[src/rtl/video_timing_pkg.sv]
// Shared 640x480@60 raster constants, scan flag bundle and pixel colour expansion
// for the video scan controller.
package video_timing_pkg;

  localparam int VGA_H_ACTIVE = 640;
  localparam int VGA_H_FP     = 16;
  localparam int VGA_H_SYNC   = 96;
  localparam int VGA_H_BP     = 48;
  localparam int VGA_V_ACTIVE = 480;
  localparam int VGA_V_FP     = 10;
  localparam int VGA_V_SYNC   = 2;
  localparam int VGA_V_BP     = 33;

  localparam int VGA_H_TOTAL  = VGA_H_ACTIVE + VGA_H_FP + VGA_H_SYNC + VGA_H_BP;
  localparam int VGA_V_TOTAL  = VGA_V_ACTIVE + VGA_V_FP + VGA_V_SYNC + VGA_V_BP;
  localparam int VGA_HS_START = VGA_H_ACTIVE + VGA_H_FP;
  localparam int VGA_HS_END   = VGA_HS_START + VGA_H_SYNC - 1;
  localparam int VGA_VS_START = VGA_V_ACTIVE + VGA_V_FP;
  localparam int VGA_VS_END   = VGA_VS_START + VGA_V_SYNC - 1;

  localparam int SRC_W = 320;
  localparam int SRC_H = 240;

  typedef struct packed {
    logic hsync;
    logic vsync;
    logic de;
    logic frame_start;
    logic line_start;
  } scan_flags_t;

  function automatic logic [23:0] rgb444_to_rgb888(input logic [11:0] rgb444);
    return {rgb444[11:8], rgb444[11:8], rgb444[7:4], rgb444[7:4],
            rgb444[3:0], rgb444[3:0]};
  endfunction

endpackage

[src/rtl/video_scan_ctrl_sync_delay.sv]
// Reset-cleared shift register that holds the scan flags back until the source pixel
// is ready; tap_o is the value about to enter the last stage.
module sync_delay #(
  parameter int               WIDTH   = 5,
  parameter int               DEPTH   = 1,
  parameter logic [WIDTH-1:0] RST_VAL = '0
) (
  input  logic             clk_i,
  input  logic             rst_ni,
  input  logic [WIDTH-1:0] d_i,
  output logic [WIDTH-1:0] q_o,
  output logic [WIDTH-1:0] tap_o
);

  logic [WIDTH-1:0] stage_q [DEPTH];

  // Shift chain, cleared to the idle flag pattern on reset
  always_ff @(posedge clk_i or negedge rst_ni) begin
    if (!rst_ni) begin
      for (int i = 0; i < DEPTH; i++) begin
        stage_q[i] <= RST_VAL;
      end
    end else begin
      stage_q[0] <= d_i;
      for (int i = 1; i < DEPTH; i++) begin
        stage_q[i] <= stage_q[i-1];
      end
    end
  end

  assign q_o = stage_q[DEPTH-1];

  generate
    if (DEPTH == 1) begin : g_single
      assign tap_o = d_i;
    end else begin : g_chain
      assign tap_o = stage_q[DEPTH-2];
    end
  endgenerate

endmodule

[src/rtl/video_scan_ctrl.sv]
// VGA raster master: issues half-resolution source coordinates and returns the
// sampled pixel as RGB888 aligned with sync and data-enable.
module video_scan_ctrl
  import video_timing_pkg::*;
#(
  parameter int   H_ACTIVE = VGA_H_ACTIVE,
  parameter int   H_FP     = VGA_H_FP,
  parameter int   H_SYNC   = VGA_H_SYNC,
  parameter int   H_BP     = VGA_H_BP,
  parameter int   V_ACTIVE = VGA_V_ACTIVE,
  parameter int   V_FP     = VGA_V_FP,
  parameter int   V_SYNC   = VGA_V_SYNC,
  parameter int   V_BP     = VGA_V_BP,
  parameter int   SRC_LAT  = 0,
  parameter logic SYNC_POL = 1'b0
) (
  input  logic        clk,
  input  logic        rst,
  output logic [8:0]  h_count,
  output logic [8:0]  v_count,
  input  logic [15:0] bg_data,
  output logic        vid_hsync,
  output logic        vid_vsync,
  output logic        vid_de,
  output logic [23:0] vid_rgb,
  output logic        frame_start,
  output logic        line_start
);

  localparam int H_TOTAL  = H_ACTIVE + H_FP + H_SYNC + H_BP;
  localparam int V_TOTAL  = V_ACTIVE + V_FP + V_SYNC + V_BP;
  localparam int HS_START = H_ACTIVE + H_FP;
  localparam int HS_END   = HS_START + H_SYNC - 1;
  localparam int VS_START = V_ACTIVE + V_FP;
  localparam int VS_END   = VS_START + V_SYNC - 1;

  localparam scan_flags_t FLAGS_IDLE = '{hsync: ~SYNC_POL, vsync: ~SYNC_POL, de: 1'b0,
                                         frame_start: 1'b0, line_start: 1'b0};

  logic [9:0]  hc_q, hc_d, vc_q, vc_d;
  logic [8:0]  h_cnt_q, h_cnt_d, v_cnt_q, v_cnt_d;
  scan_flags_t flags_q, flags_d, tap_flags_s, out_flags_s;
  logic [23:0] rgb_q, rgb_d;
  logic        active_s;
  logic        unused_s;

  // Next raster position; the frame wraps straight back to 0,0
  always_comb begin
    hc_d = hc_q + 10'd1;
    vc_d = vc_q;
    if (hc_q == 10'(H_TOTAL - 1)) begin
      hc_d = 10'd0;
      if (vc_q == 10'(V_TOTAL - 1)) begin
        vc_d = 10'd0;
      end else begin
        vc_d = vc_q + 10'd1;
      end
    end else begin
      hc_d = hc_q + 10'd1;
    end
  end

  // Raster counters
  always_ff @(posedge clk or negedge rst) begin
    if (!rst) begin
      hc_q <= 10'd0;
      vc_q <= 10'd0;
    end else begin
      hc_q <= hc_d;
      vc_q <= vc_d;
    end
  end

  // Outside the active area the source sees an out-of-range coordinate and returns black
  always_comb begin
    active_s = (hc_q < 10'(H_ACTIVE)) && (vc_q < 10'(V_ACTIVE));
    flags_d  = FLAGS_IDLE;
    h_cnt_d  = 9'(SRC_W);
    v_cnt_d  = 9'(SRC_H);
    if (active_s) begin
      h_cnt_d             = hc_q[9:1];
      v_cnt_d             = vc_q[9:1];
      flags_d.de          = 1'b1;
      flags_d.line_start  = (hc_q == 10'd0);
      flags_d.frame_start = (hc_q == 10'd0) && (vc_q == 10'd0);
    end else begin
      flags_d.de = 1'b0;
    end
    if ((hc_q >= 10'(HS_START)) && (hc_q <= 10'(HS_END))) begin
      flags_d.hsync = SYNC_POL;
    end else begin
      flags_d.hsync = ~SYNC_POL;
    end
    if ((vc_q >= 10'(VS_START)) && (vc_q <= 10'(VS_END))) begin
      flags_d.vsync = SYNC_POL;
    end else begin
      flags_d.vsync = ~SYNC_POL;
    end
  end

  // Coordinate register together with the flags that belong to it
  always_ff @(posedge clk or negedge rst) begin
    if (!rst) begin
      h_cnt_q <= 9'(SRC_W);
      v_cnt_q <= 9'(SRC_H);
      flags_q <= FLAGS_IDLE;
    end else begin
      h_cnt_q <= h_cnt_d;
      v_cnt_q <= v_cnt_d;
      flags_q <= flags_d;
    end
  end

  sync_delay #(
    .WIDTH  ($bits(scan_flags_t)),
    .DEPTH  (SRC_LAT + 1),
    .RST_VAL(FLAGS_IDLE)
  ) u_sync_delay (
    .clk_i (clk),
    .rst_ni(rst),
    .d_i   (flags_q),
    .q_o   (out_flags_s),
    .tap_o (tap_flags_s)
  );

  // Pixel is gated with the de that lands on the output in the same cycle
  always_comb begin
    if (tap_flags_s.de) begin
      rgb_d = rgb444_to_rgb888(bg_data[11:0]);
    end else begin
      rgb_d = 24'd0;
    end
  end

  // Output pixel register
  always_ff @(posedge clk or negedge rst) begin
    if (!rst) begin
      rgb_q <= 24'd0;
    end else begin
      rgb_q <= rgb_d;
    end
  end

  assign unused_s = ^{bg_data[15:12], tap_flags_s.hsync, tap_flags_s.vsync,
                      tap_flags_s.frame_start, tap_flags_s.line_start};

  assign h_count     = h_cnt_q;
  assign v_count     = v_cnt_q;
  assign vid_hsync   = out_flags_s.hsync;
  assign vid_vsync   = out_flags_s.vsync;
  assign vid_de      = out_flags_s.de;
  assign frame_start = out_flags_s.frame_start;
  assign line_start  = out_flags_s.line_start;
  assign vid_rgb     = rgb_q;

endmodule
[config.mk]
export PLATFORM = sky130hd
export DESIGN_NAME = video_scan_ctrl
export DESIGN_NICKNAME = d
export VERILOG_FILES = /design/src/rtl/video_timing_pkg.sv /design/src/rtl/video_scan_ctrl_sync_delay.sv /design/src/rtl/video_scan_ctrl.sv
export SDC_FILE = /design/constraint.sdc
export NUM_CORES = 1
export LEC_CHECK = 0
export CAP_MARGIN = 20
export CORE_ASPECT_RATIO = 0.5
export CORE_UTILIZATION = 35
export CTS_CLUSTER_SIZE = 16
export DETAILED_ROUTE_END_ITERATION = 12
export GPL_TIMING_DRIVEN = 0
export HOLD_SLACK_MARGIN = 0.06
export PLACE_DENSITY = 0.71
export SETUP_SLACK_MARGIN = 0.02
export SLEW_MARGIN = 20
export SYNTH_ARGS = -nofsm -noshare
export SYNTH_HDL_FRONTEND = slang
export SYNTH_SLANG_ARGS = --single-unit
[constraint.sdc]
create_clock -name clk -period 2.1 [get_ports clk]
set_input_delay 0.315 -clock clk [delete_from_list [all_inputs] [get_ports clk]]
set_output_delay 0.315 -clock clk [all_outputs]
set_load 0.01 [all_outputs]
### After elaboration in Yosys (flattened, before gate mapping)

Index checks and enable logic that the tools add are counted.

* register bits after elaboration: 72
* bits in latches: 0
* bits in writable memories: 0
* memory bits (read-only): 0
* input bits: 18
* word-level logic and storage cells: 36
* memories kept: 0

* add/sub/neg operators: 2
* multiply operators: 0
* divide/modulo/power cells: 0
* magnitude comparators: 6
* equality and inequality tests: 2
* shifts and indexed selects: 0
* multiplexer cells: 9
* bitwise operators: 0
* reductions and logical operators: 6

Operators by type and width (count)
* $mux 24: 1
* $add 10x1->10 const B: 2
* $eq 10x10->1 const B: 2
* $logic_not 10->1: 2
* $mux 10: 2
* $mux 9: 2
* $ge 10x10->1 const B: 1
* $ge 10x9->1 const B: 1
* $le 10x10->1 const B: 1
* $le 10x9->1 const B: 1
* $lt 10x10->1 const B: 1
* $lt 10x9->1 const B: 1
* $logic_and 1x1->1: 4
* $mux 1: 3
* $mux 2: 1

### Depth between registers and ports, before layout

Gate-level depths: netlist (run 1).

* word-level depth: 3
* depth in mapped cells: 7

### Hierarchy

From an unflattened synthesis (run 1), not the netlist that was laid out.

* cell total of the unflattened synthesis: 205
* area, all modules: 2479.9 um^2

By module, submodules not included
* video_scan_ctrl: instances 1, cells each 195, area an instance 2314.7 um^2, sequential area each 1386.3 um^2
* sync_delay: instances 1, cells each 10, area an instance 165.2 um^2, sequential area each 127.6 um^2

### Least setup slack after synthesis (run 1)

Ideal clock, no wire load.

* path type: reg2reg
* start point: register hc_q[0]
* end point: register vc_q[4]
* library setup time: 0.125 ns
* data arrival time: 1.462 ns
* required time: 1.975 ns
* setup slack: 0.513 ns
* cell stages (with the launch flop): 7
* path buffers: 1
* clock period less this slack: 1.587 ns
* path through: dfrtp_1 -> ha_1 -> nand3_1 -> and3b_1 -> buf_4 -> nand4_2 -> mux2_4

* word-level cells in the longest chain between the ends: 1

RTL lines
* start, declared: RTL line video_scan_ctrl.sv:40 `logic [9:0] hc_q, hc_d, vc_q, vc_d;`
* start signal, assigned: RTL line video_scan_ctrl.sv:66 `hc_q <= 10'd0;`
* start signal, assigned: RTL line video_scan_ctrl.sv:69 `hc_q <= hc_d;`
* $eq 10x10->1: RTL line video_scan_ctrl.sv:51 `if (hc_q == 10'(H_TOTAL - 1)) begin`
* end signal, assigned: RTL line video_scan_ctrl.sv:70 `vc_q <= vc_d;`
* end, declared: RTL line video_scan_ctrl.sv:40

Every way passes these cells.
A chain may end at the register's enable or synchronous reset.

### Worst setup path after layout (run 1)

Same ends and word-level chain as after synthesis.

==> metrics, run 1 <==
endpoints failing setup 0; Min Clock Period, post-route 1.75 ns; Synth cell types 42; global-route wire length before repair around 7600 um; Slowest-stage cell, CP dfrtp_1; post_cts resized 0; Clock Path Buffers 2; Inserted Diodes 0; syn_nets 218; H-tree Lvls 3; crit share post-route 0.831; detailed-route DRC error count 0; die span in x about 120 um; CP arrival between 1.5 and 2 ns; Iter 0 DRT Violations approximately 140; Max Cap Viol 0; post-synthesis cell count slightly below 200; Die ar. between 7000 and 8000 um2; commonest non-fill, non-tap cell in the layout clkdlybuf4s50_1; Rel. slew slack 0.504; post-route ant nets 0; Initial Utilization 0.363; clock latency on the worst-skew pair around 0.31 ns; Crit Path Class flip-flop to flip-flop; I/O Pins 65; vias per inst about 4.5; drt total wl roughly 4600 um; CTS Root Cell clkbuf_16; DR vias between 1.5k and 2k; Worst Path Buf+Inv 1; Fin Clk Skew ~0.0022 ns; I/O Buffers 60; largest net degree at the start of global routing 61; Max rail drop VDD between 0.3 and 0.4 mV; fmax about 570 MHz; setup TNS 0 ns; PD cells 772 nW/um2; multi-input logic area around 760 um2; Critical Path End Type flip-flop; EDFF count, synth 0; internal cell power roughly 0.0021 W; FFs w/ async S/R, synth 1.00; CTS Hold Buffers Added 0; Area Overhead vs Synth 41.0%; leakage between 1.5 and 2 nW; clock-pin slew of the registers on the worst-case setup and hold paths ~0.05 ns; Sw Ratio 0.196; drt pass-1 iters 4; worst hold path class input port to async pin; CP top delay family simple AND/OR/NAND/NOR gates; share of post-route cells with drive strength above 1 0.191; commonest cells after routing, fill and taps aside clkdlybuf4s50_1, dfrtp_1, and2_1; Psw approximately 0.00052 W; post-CTS setup buffers 0; syn_area_per_cell roughly 12 um2; core area about 6700 um2; die height around 61 um; sequential share of power 0.443; sequential element share of the synthesized area 0.620; pin slew with the least headroom to its limit about 0.74 ns; RD Place Congestion 0.813; Synth Cell Area around 2400 um2; CTS buffer count 9; sequential cell area approximately 1500 um2; dpl hpwl 3080 um; GRT Total Usage 0.136; Max Slew Vio Count 0; initial antenna violation count 0; vias in the first global route ~1.6k; Clock Sinks 60; status completed; #FFs+latches synth 60; Post-synth top flop dfrtp_1; total grt overflow 0; Logic pwr share 0.049; Total Nets Final 289; # fillers ~560; critical path launch point type flip-flop; CP max stage delay between 0.3 and 0.4 ns; CP max FO 6; crit-path cells ha_1, nand3_1, and3b_1, buf_4, nand4_2, mux2_4; required time worst endpoint between 2 and 2.5 ns; RSZ-0062 raised after global routing false; Clk pwr share 0.508; worst hold slack ~0.062 ns; Syn. warnings 0; std cell rows 21; final hold vios 0; CTS tree built; routed length per placed instance roughly 13 um
-- routing by layer --
| metal | share of wire | routed length [um] | global-route usage | vias to the layer above |
|---|---|---|---|---|
| li1 | - | - | - | 796 |
| met1 | 0.48 | 2230 | 0.172 | 804 |
| met2 | 0.46 | 2130 | 0.222 | 49 |
| met3 | 0.055 | 254 | 0.0509 | 2 |
| met4 | 0.0050 | 23 | 0.0393 | 0 |
| met5 | 0 | 0 | 0 | - |
-- cell type report --
cell class / count / share of cell area
clock buffer: 12 / 0.0773
tap: 92 / 0.0334
multi-input combinational: 109 / 0.220
timing repair buffer: 60 / 0.174
inverter: 6 / 0.00654
buffer: 21 / 0.0436
sequential: 60 / 0.439
clock inverter: 4 / 0.00654
-- state kept, by name, indices dropped and copies added (netlist names) --
signal and count:
flags_q 5, h_count 9, hc_q 10, u_sync_delay.q_o 5, v_count 9, vc_q 10, vid_rgb 12
-- final timing paths --
path / slack (ns) / start / end / cells after the start
worst max-delay path: 0.35 / hc_q[0] / vc_q[4] / 6
worst min-delay path: 0.06 / rst / vid_rgb[6] / 1
worst max register to register: 0.35 / hc_q[0] / vc_q[4] / 6
worst min register to register: 0.35 / flags_q[1] / u_sync_delay.q_o[1] / 0
max in group asynchronous: 1.54 / rst / flags_q[1] / 1
min in group clk: 0.35 / flags_q[1] / u_sync_delay.q_o[1] / 0
-- power by group through the flow --
stage                      logic, W  clock network [W]  registers, W
final                      0.000131            0.00135       0.00118
after global routing       0.000142            0.00146       0.00118
after CTS                  0.000134            0.00140       0.00118
after detailed placement   0.000133                  0       0.00120
after global placement     0.000131                  0       0.00120
after floorplan           0.0000310                  0       0.00120
-- worst reg2reg max path: stages (launching register included) --
cell and delay [ns]:
dfrtp_1 0.38, ha_1 0.19, nand3_1 0.21, and3b_1 0.27, buf_4 0.14, nand4_2 0.12, mux2_4 0.31
-- metrics by stage --
| step | util | total power [W] | cell area [um2] | setup slack, ns | std cells |
|---|---|---|---|---|---|
| 3_3_place_gp | 0.470 | 0.00133 | 3160 | -1.05 | 348 |
| 3_5_place_dp | 0.469 | 0.00133 | 3160 | 0.373 | 348 |
| 6_report | 0.512 | 0.00266 | 3450 | 0.355 | 364 |
| 5_1_grt | 0.512 | 0.00278 | 3450 | 0.232 | 364 |
| 2_1_floorplan | - | 0.00123 | 2440 | 0.513 | 196 |
| 4_1_cts | 0.512 | 0.00271 | 3450 | 0.357 | 364 |
-- cell usage after synthesis, types with 2 or more instances --
| library cell | number | area share |
|---|---|---|
| dfrtp_1 | 50 | 0.51 |
| o21a_1 | 3 | 0.0092 |
| o21ai_0 | 3 | 0.0061 |
| nor3_1 | 2 | 0.0041 |
| nor3b_1 | 2 | 0.0061 |
| nand2_1 | 5 | 0.0077 |
| xnor2_1 | 6 | 0.022 |
| and3_1 | 5 | 0.013 |
| nor4_1 | 6 | 0.015 |
| or3_1 | 5 | 0.013 |
| ha_1 | 4 | 0.020 |
| buf_4 | 14 | 0.043 |
| clkbuf_1 | 2 | 0.0031 |
| a21oi_1 | 2 | 0.0041 |
| o31ai_1 | 2 | 0.0061 |
| buf_6 | 2 | 0.0092 |
| inv_1 | 6 | 0.0092 |
| nand3_1 | 5 | 0.010 |
| nand4_1 | 5 | 0.013 |
| nand4b_1 | 2 | 0.0072 |
| xor2_1 | 4 | 0.014 |
| nor2_1 | 8 | 0.012 |
| dfstp_2 | 10 | 0.11 |
| buf_2 | 2 | 0.0041 |
| and2_1 | 24 | 0.061 |
-- cell families after synthesis --
group | after synthesis | synth area share
other | 1 | 0.00153
muxes | 2 | 0.0108
xor gates and xnor gates | 10 | 0.0358
and+or+nand+nor | 77 | 0.199
AOI/OAI and AO/OA | 15 | 0.0425
buffers and inverters | 27 | 0.0707
adders and majority gates | 4 | 0.0205
DFF | 60 | 0.620
Note: power is estimated with default switching activity, not from simulation.
==> run 2: changes to the inputs <==
--- a/config.mk
+++ b/config.mk
@@ -12,7 +12,7 @@
 export DETAILED_ROUTE_END_ITERATION = 12
 export GPL_TIMING_DRIVEN = 0
 export HOLD_SLACK_MARGIN = 0.06
-export PLACE_DENSITY = 0.71
+export PLACE_DENSITY = 0.73
 export SETUP_SLACK_MARGIN = 0.02
 export SLEW_MARGIN = 20
 export SYNTH_ARGS = -nofsm -noshare
==> constraint.sdc (replaced) <==
create_clock -name clk -period 1.5 [get_ports clk]
set_input_delay 0.225 -clock clk [delete_from_list [all_inputs] [get_ports clk]]
set_output_delay 0.225 -clock clk [all_outputs]
set_load 0.01 [all_outputs]
==> run 2 against run 1 <==
Compared with the run above:
- the flow now finishes with violations (setup timing)
- wire length increased by 7.8%
- power increased by 39%
- non-clock buffer count rose by 12
- design area is 5.6% higher
- sequential cell count unchanged
- first-iteration DRC count is 1.4% lower
- highest routed layer unchanged
==> metrics, run 2 (synthesis gave the netlist of run 1 again) <==
# fillers approximately 550; Placed Instance Area 3180 um2; Area Overhead vs Synth 48.8%; CP max FO 8; Max rail drop VDD 0.898 mV; Clock Path Buffers 2; RD Place Congestion about 0.85; critical path launch point type flip-flop; Fin Clk Skew around 0.0053 ns; status complete, but fails checks; share of post-route cells with drive strength above 1 0.278; initial antenna violation count 0; Iter 0 DRT Violations between 100 and 150; leakage approximately 1.7 nW; DR vias around 1.7k; Die ar. between 7000 and 8000 um2; CP arrival 1.82 ns; I/O Buffers 60; Rel. slew slack 0.522; clock-pin slew of the registers on the worst-case setup and hold paths 0.05 ns; die span in x approximately 120 um; DP Worst Slack -0.178 ns; H-tree Lvls 3; Clock Sinks 60; drt total wl approximately 5000 um; die height 61.1 um; core area between 6000 and 7000 um2; Register-to-Register Path Depth 7; Critical Path End Type flip-flop; GRT Total Usage 0.141; multi-input logic area approximately 850 um2; endpoints failing setup 13; Crit Path Class flip-flop to flip-flop; Initial Utilization 0.363; vias in the first global route ~1.6k; setup TNS -0.767 ns; worst hold slack roughly 0.35 ns; worst hold stages 0; CTS tree built; pin slew with the least headroom to its limit just over 0.7 ns; drt pass-1 iters 4; Max Slew Vio Count 0; commonest non-fill, non-tap cell in the layout dfrtp_1; Largest register FFs 12; fin util 0.541; Max Cap Viol 0; CTS buffer count 9; post-route ant nets 0; Inserted Diodes 0; Min Clock Period, post-route around 1.6 ns; sequential cell area around 1500 um2; final worst setup slack -0.128 ns; routed length per placed instance roughly 13 um; commonest cells after routing, fill and taps aside dfrtp_1, clkdlybuf4s50_1, and2_1; vias per inst 4.59; required time worst endpoint ~1.7 ns; fmax between 600 and 700 MHz; largest net degree at the start of global routing a little over 60; Total Nets Final around 300; dpl hpwl ~3200 um; I/O Pins between 60 and 70; total grt overflow 0; detailed-route DRC error count 0; PD cells 1020 nW/um2; global-route wire length before repair just under 8000 um; failing checks setup timing; final hold vios 0; CTS Root Cell clkbuf_16; crit share post-route 1.09; worst hold path class flip-flop to flip-flop; RSZ-0062 raised after global routing true; clock latency on the worst-skew pair around 0.32 ns; final instance area 3640 um2; std cell rows 21
run 2: final cells by class:
cell class              count  share of cell area
repair buffers             73               0.189
clock buffers              12              0.0733
clock inverters             4             0.00619
multi-input cells         109               0.233
plain buffers              20              0.0430
flip-flops and latches     60               0.418
well taps                  92              0.0316
inverters                   6             0.00619
run 2: critical path, cell delays in order (launching register included):
cell	delay, ns
dfrtp_1	0.37
buf_6	0.12
nor4b_4	0.29
and3b_1	0.21
buf_6	0.13
buf_8	0.13
nand4_1	0.11
xnor2_1	0.15
run 2: path summary, 6_finish.rpt:
check                                 from                  end  slack, ns
worst min-delay path            flags_q[0]  u_sync_delay.q_o[0]       0.35
worst min register to register  flags_q[0]  u_sync_delay.q_o[0]       0.35
worst max-delay path               hc_q[6]              vc_q[8]      -0.13
worst max register to register     hc_q[6]              vc_q[8]      -0.13
min in group asynchronous              rst          vid_rgb[22]       0.51
max in group asynchronous              rst              vc_q[1]       0.47
run 2: repair_timing:
item,CTS,global route
pin swaps,7,12
endpoints found under the setup margin,41,27
setup buffers,6,6
cloned,0,0
hold buffers,1,0
resized for setup,27,22
endpoints found under the hold margin,50,0
run 2: power by group:
group / internal [W] / leakage, nW / switching (W) / total, W
clock network: 0.00124 / 0.144 / 0.000651 / 0.00189
logic: 0.000102 / 0.854 / 0.0000683 / 0.000170
registers: 0.00164 / 0.730 / 0.00000862 / 0.00165
total: 0.00298 / 1.73 / 0.000728 / 0.00371
run 2: through the flow:
step                instances  power, W
finish                    376   0.00371
CTS                       371   0.00376
floorplan                 196   0.00173
global route              376   0.00385
global placement          348   0.00186
detailed placement        348   0.00186
run 2: routing by layer:
metal	track usage	vias up	part of all wire
li1	-	823	-
met1	0.173	831	0.43
met2	0.228	62	0.48
met3	0.0454	10	0.061
met4	0.0768	0	0.022
met5	0	-	0
==> run 3: changes to the inputs <==
--- a/config.mk
+++ b/config.mk
@@ -5,14 +5,14 @@
 export SDC_FILE = /design/constraint.sdc
 export NUM_CORES = 1
 export LEC_CHECK = 0
+export ABC_AREA = 1
 export CAP_MARGIN = 20
 export CORE_ASPECT_RATIO = 0.5
 export CORE_UTILIZATION = 35
-export CTS_CLUSTER_SIZE = 16
 export DETAILED_ROUTE_END_ITERATION = 12
 export GPL_TIMING_DRIVEN = 0
 export HOLD_SLACK_MARGIN = 0.06
-export PLACE_DENSITY = 0.73
+export PLACE_DENSITY = 0.7
 export SETUP_SLACK_MARGIN = 0.02
 export SLEW_MARGIN = 20
 export SYNTH_ARGS = -nofsm -noshare
==> constraint.sdc (replaced) <==
create_clock -name clk -period 2 [get_ports clk]
set_input_delay 0.3 -clock clk [delete_from_list [all_inputs] [get_ports clk]]
set_output_delay 0.3 -clock clk [all_outputs]
set_load 0.01 [all_outputs]
==> run 3 against run 2 <==
Compared with the run above:
- the run now ends clean
- clock skew shrank 0.00092 ns
- sequential share of layout area grew 1.1 points
- non-clock buffer count shrank 16
- final cell count grew 15%
- wire length grew 1.2%
- design area shrank 2.9%
- critical path depth shrank 6
- register-to-register slack gained 0.57 ns
- setup slack gained 0.46 ns
- area after synthesis grew 3.8%
- sequential cell count is the same
- clock power shrank 25%
==> metrics, run 3 <==
status completed; DR vias approximately 1.9k; CTS buffer count 9; syn_nets ~290; syn_area_per_cell about 9.5 um2; Synth cell types 27; H-tree Lvls 3; Worst Setup EP vid_vsync; initial antenna violation count 0; Min Clock Period, post-route roughly 1.7 ns; Clock Sinks 60; CP top delay family buffers and inverters; I/O Pins 65; Syn. warnings 0; Clock Path Buffers 2; post-route ant nets 0; dpl hpwl approximately 3500 um; std cell rows 21; fmax between 500 and 600 MHz; Fin Clk Skew between 0.004 and 0.005 ns; CP max FO 1; vias in the first global route roughly 1.9k; post-CTS setup buffers 0; post_cts resized 0; global-route wire length before repair between 8000 and 9000 um; Slowest-stage cell, CP clkdlybuf4s50_1; CP Depth 1; share of post-route cells with drive strength above 1 0.152; CP max stage delay around 0.54 ns; Inserted Diodes 0; Register-to-Register Path Depth 7; Rel. slew slack 0.530; Largest register FFs 12; Total Nets Final 359; pin slew with the least headroom to its limit 0.705 ns; commonest non-fill, non-tap cell in the layout clkdlybuf4s50_1; #FFs+latches synth 60; CTS Hold Buffers Added 0; GRT Total Usage 0.153; Max rail drop VDD 0.420 mV; I/O Buffers 60; CTS tree built; Iter 0 DRT Violations roughly 130; leakage ~1.8 nW; Die ar. about 7600 um2; die height ~62 um; CTS Root Cell clkbuf_16; RD Place Congestion roughly 0.89; worst r2r src hc_q[0]; EDFF count, synth 0; CP arrival around 1.4 ns; Worst Path Buf+Inv 1; most common library cells after synthesis nand2_1, dfrtp_1, inv_1; top cell type by total area after synthesis dfrtp_1; RSZ-0062 raised after global routing false; die span in x roughly 120 um; core area ~6800 um2; top-count cell post-synth nand2_1; Setup crit start u_sync_delay.q_o[3]; endpoints failing setup 0; r2r setup slk about 0.44 ns; detailed-route DRC error count 0; clock latency on the worst-skew pair about 0.33 ns; PD cells roughly 800 nW/um2; FFs w/ async S/R, synth 1.00; final instance area ~3500 um2; Area Overhead vs Synth 39.3%; sequential element share of the synthesized area 0.597; total grt overflow 0; crit share post-route 0.834; required time worst endpoint between 1.5 and 2 ns; post-synth top area share 0.493; worst hold path class input port to async pin; Max Cap Viol 0; Pwr Total 0.00279 W; final hold vios 0; Post-synth top flop dfrtp_1; Synth area leaders dfrtp_1, dfstp_2, nand2_1; crit-path cells clkdlybuf4s50_1; Initial Utilization 0.371; r2r endpoint vc_q[7]; drt pass-1 iters 4; clock-pin slew of the registers on the worst-case setup and hold paths 0.05 ns; Synth Cell Area 2540 um2; post-synthesis cell count 266; Placed Instance Area 3250 um2; Crit Path Class flip-flop to primary output; vias per inst ~4.5; critical path launch point type flip-flop; largest net degree at the start of global routing 61; drt total wl roughly 5100 um; Max Slew Vio Count 0; commonest cells after routing, fill and taps aside clkdlybuf4s50_1, nand2_1, dfrtp_1; routed length per placed instance approximately 12 um; Critical Path End Type primary output
==> run 3: power by group <==
group | switching, W | internal [W]
Clock | 0.000484 | 0.000935
Sequential | 0.00000600 | 0.00123
Combinational | 0.0000544 | 0.0000826
Total | 0.000545 | 0.00225
==> run 3: cells by family after synthesis <==
| group | count (synthesis) | share of synthesized area |
|---|---|---|
| fa+ha+maj | 4 | 0.0197 |
| compound gates | 16 | 0.0370 |
| other cells | 1 | 0.00148 |
| simple gates | 116 | 0.208 |
| buf+inv | 64 | 0.119 |
| xor+xnor | 5 | 0.0173 |
| flops | 60 | 0.597 |
==> run 3: final cells by class <==
| type | count | area [um2] |
|---|---|---|
| Fill cell | 589 | 3300 |
| Multi-Input combinational cell | 142 | 719 |
| Clock inverter | 1 | 5.00 |
| Buffer | 17 | 126 |
| Timing Repair Buffer | 60 | 598 |
| Clock buffer | 15 | 278 |
| Inverter | 47 | 176 |
| Tap cell | 92 | 115 |
| Sequential cell | 60 | 1510 |
==> run 3: through the flow <==
step                setup slack (ns)  utilization  std cells  TNS, ns  hold WS, ns
floorplan                      0.647            -        266        0      0.00441
global placement               -1.10        0.476        418   -59.92        0.337
detailed placement             0.488        0.476        418        0        0.335
CTS                            0.314        0.517        434        0       0.0617
global route                   0.290        0.517        434        0       0.0984
finish                         0.332        0.517        434        0       0.0325
==> run 3: how the worst min path moves through the flow <==
stage                from                  end  slack [ns]  cells past startpoint
6_report              rst           h_count[2]        0.03                      1
3_5_place_dp   flags_q[1]  u_sync_delay.q_o[1]        0.33                      0
5_1_grt               rst              hc_q[3]         0.1                      1
3_3_place_gp   flags_q[0]  u_sync_delay.q_o[0]        0.34                      0
2_1_floorplan         rst           flags_q[0]       0.004                      0
4_1_cts               rst           h_count[2]        0.06                      1
==> run 3: per-layer routing <==
layer | GRT usage | vias to the layer above | wire, um
li1 | - | 945 | -
met1 | 0.175 | 912 | 2160
met2 | 0.255 | 68 | 2450
met3 | 0.0561 | 12 | 362
met4 | 0.0732 | 0 | 89
met5 | 0 | - | 0
==> run 3: worst reg2reg max path: stages, from the launching register on <==
cell	delay (ns)
dfrtp_1	0.43
ha_1	0.24
nand2_2	0.09
nor2_4	0.14
inv_2	0.09
nor2_8	0.14
buf_4	0.21
o21ai_0	0.09
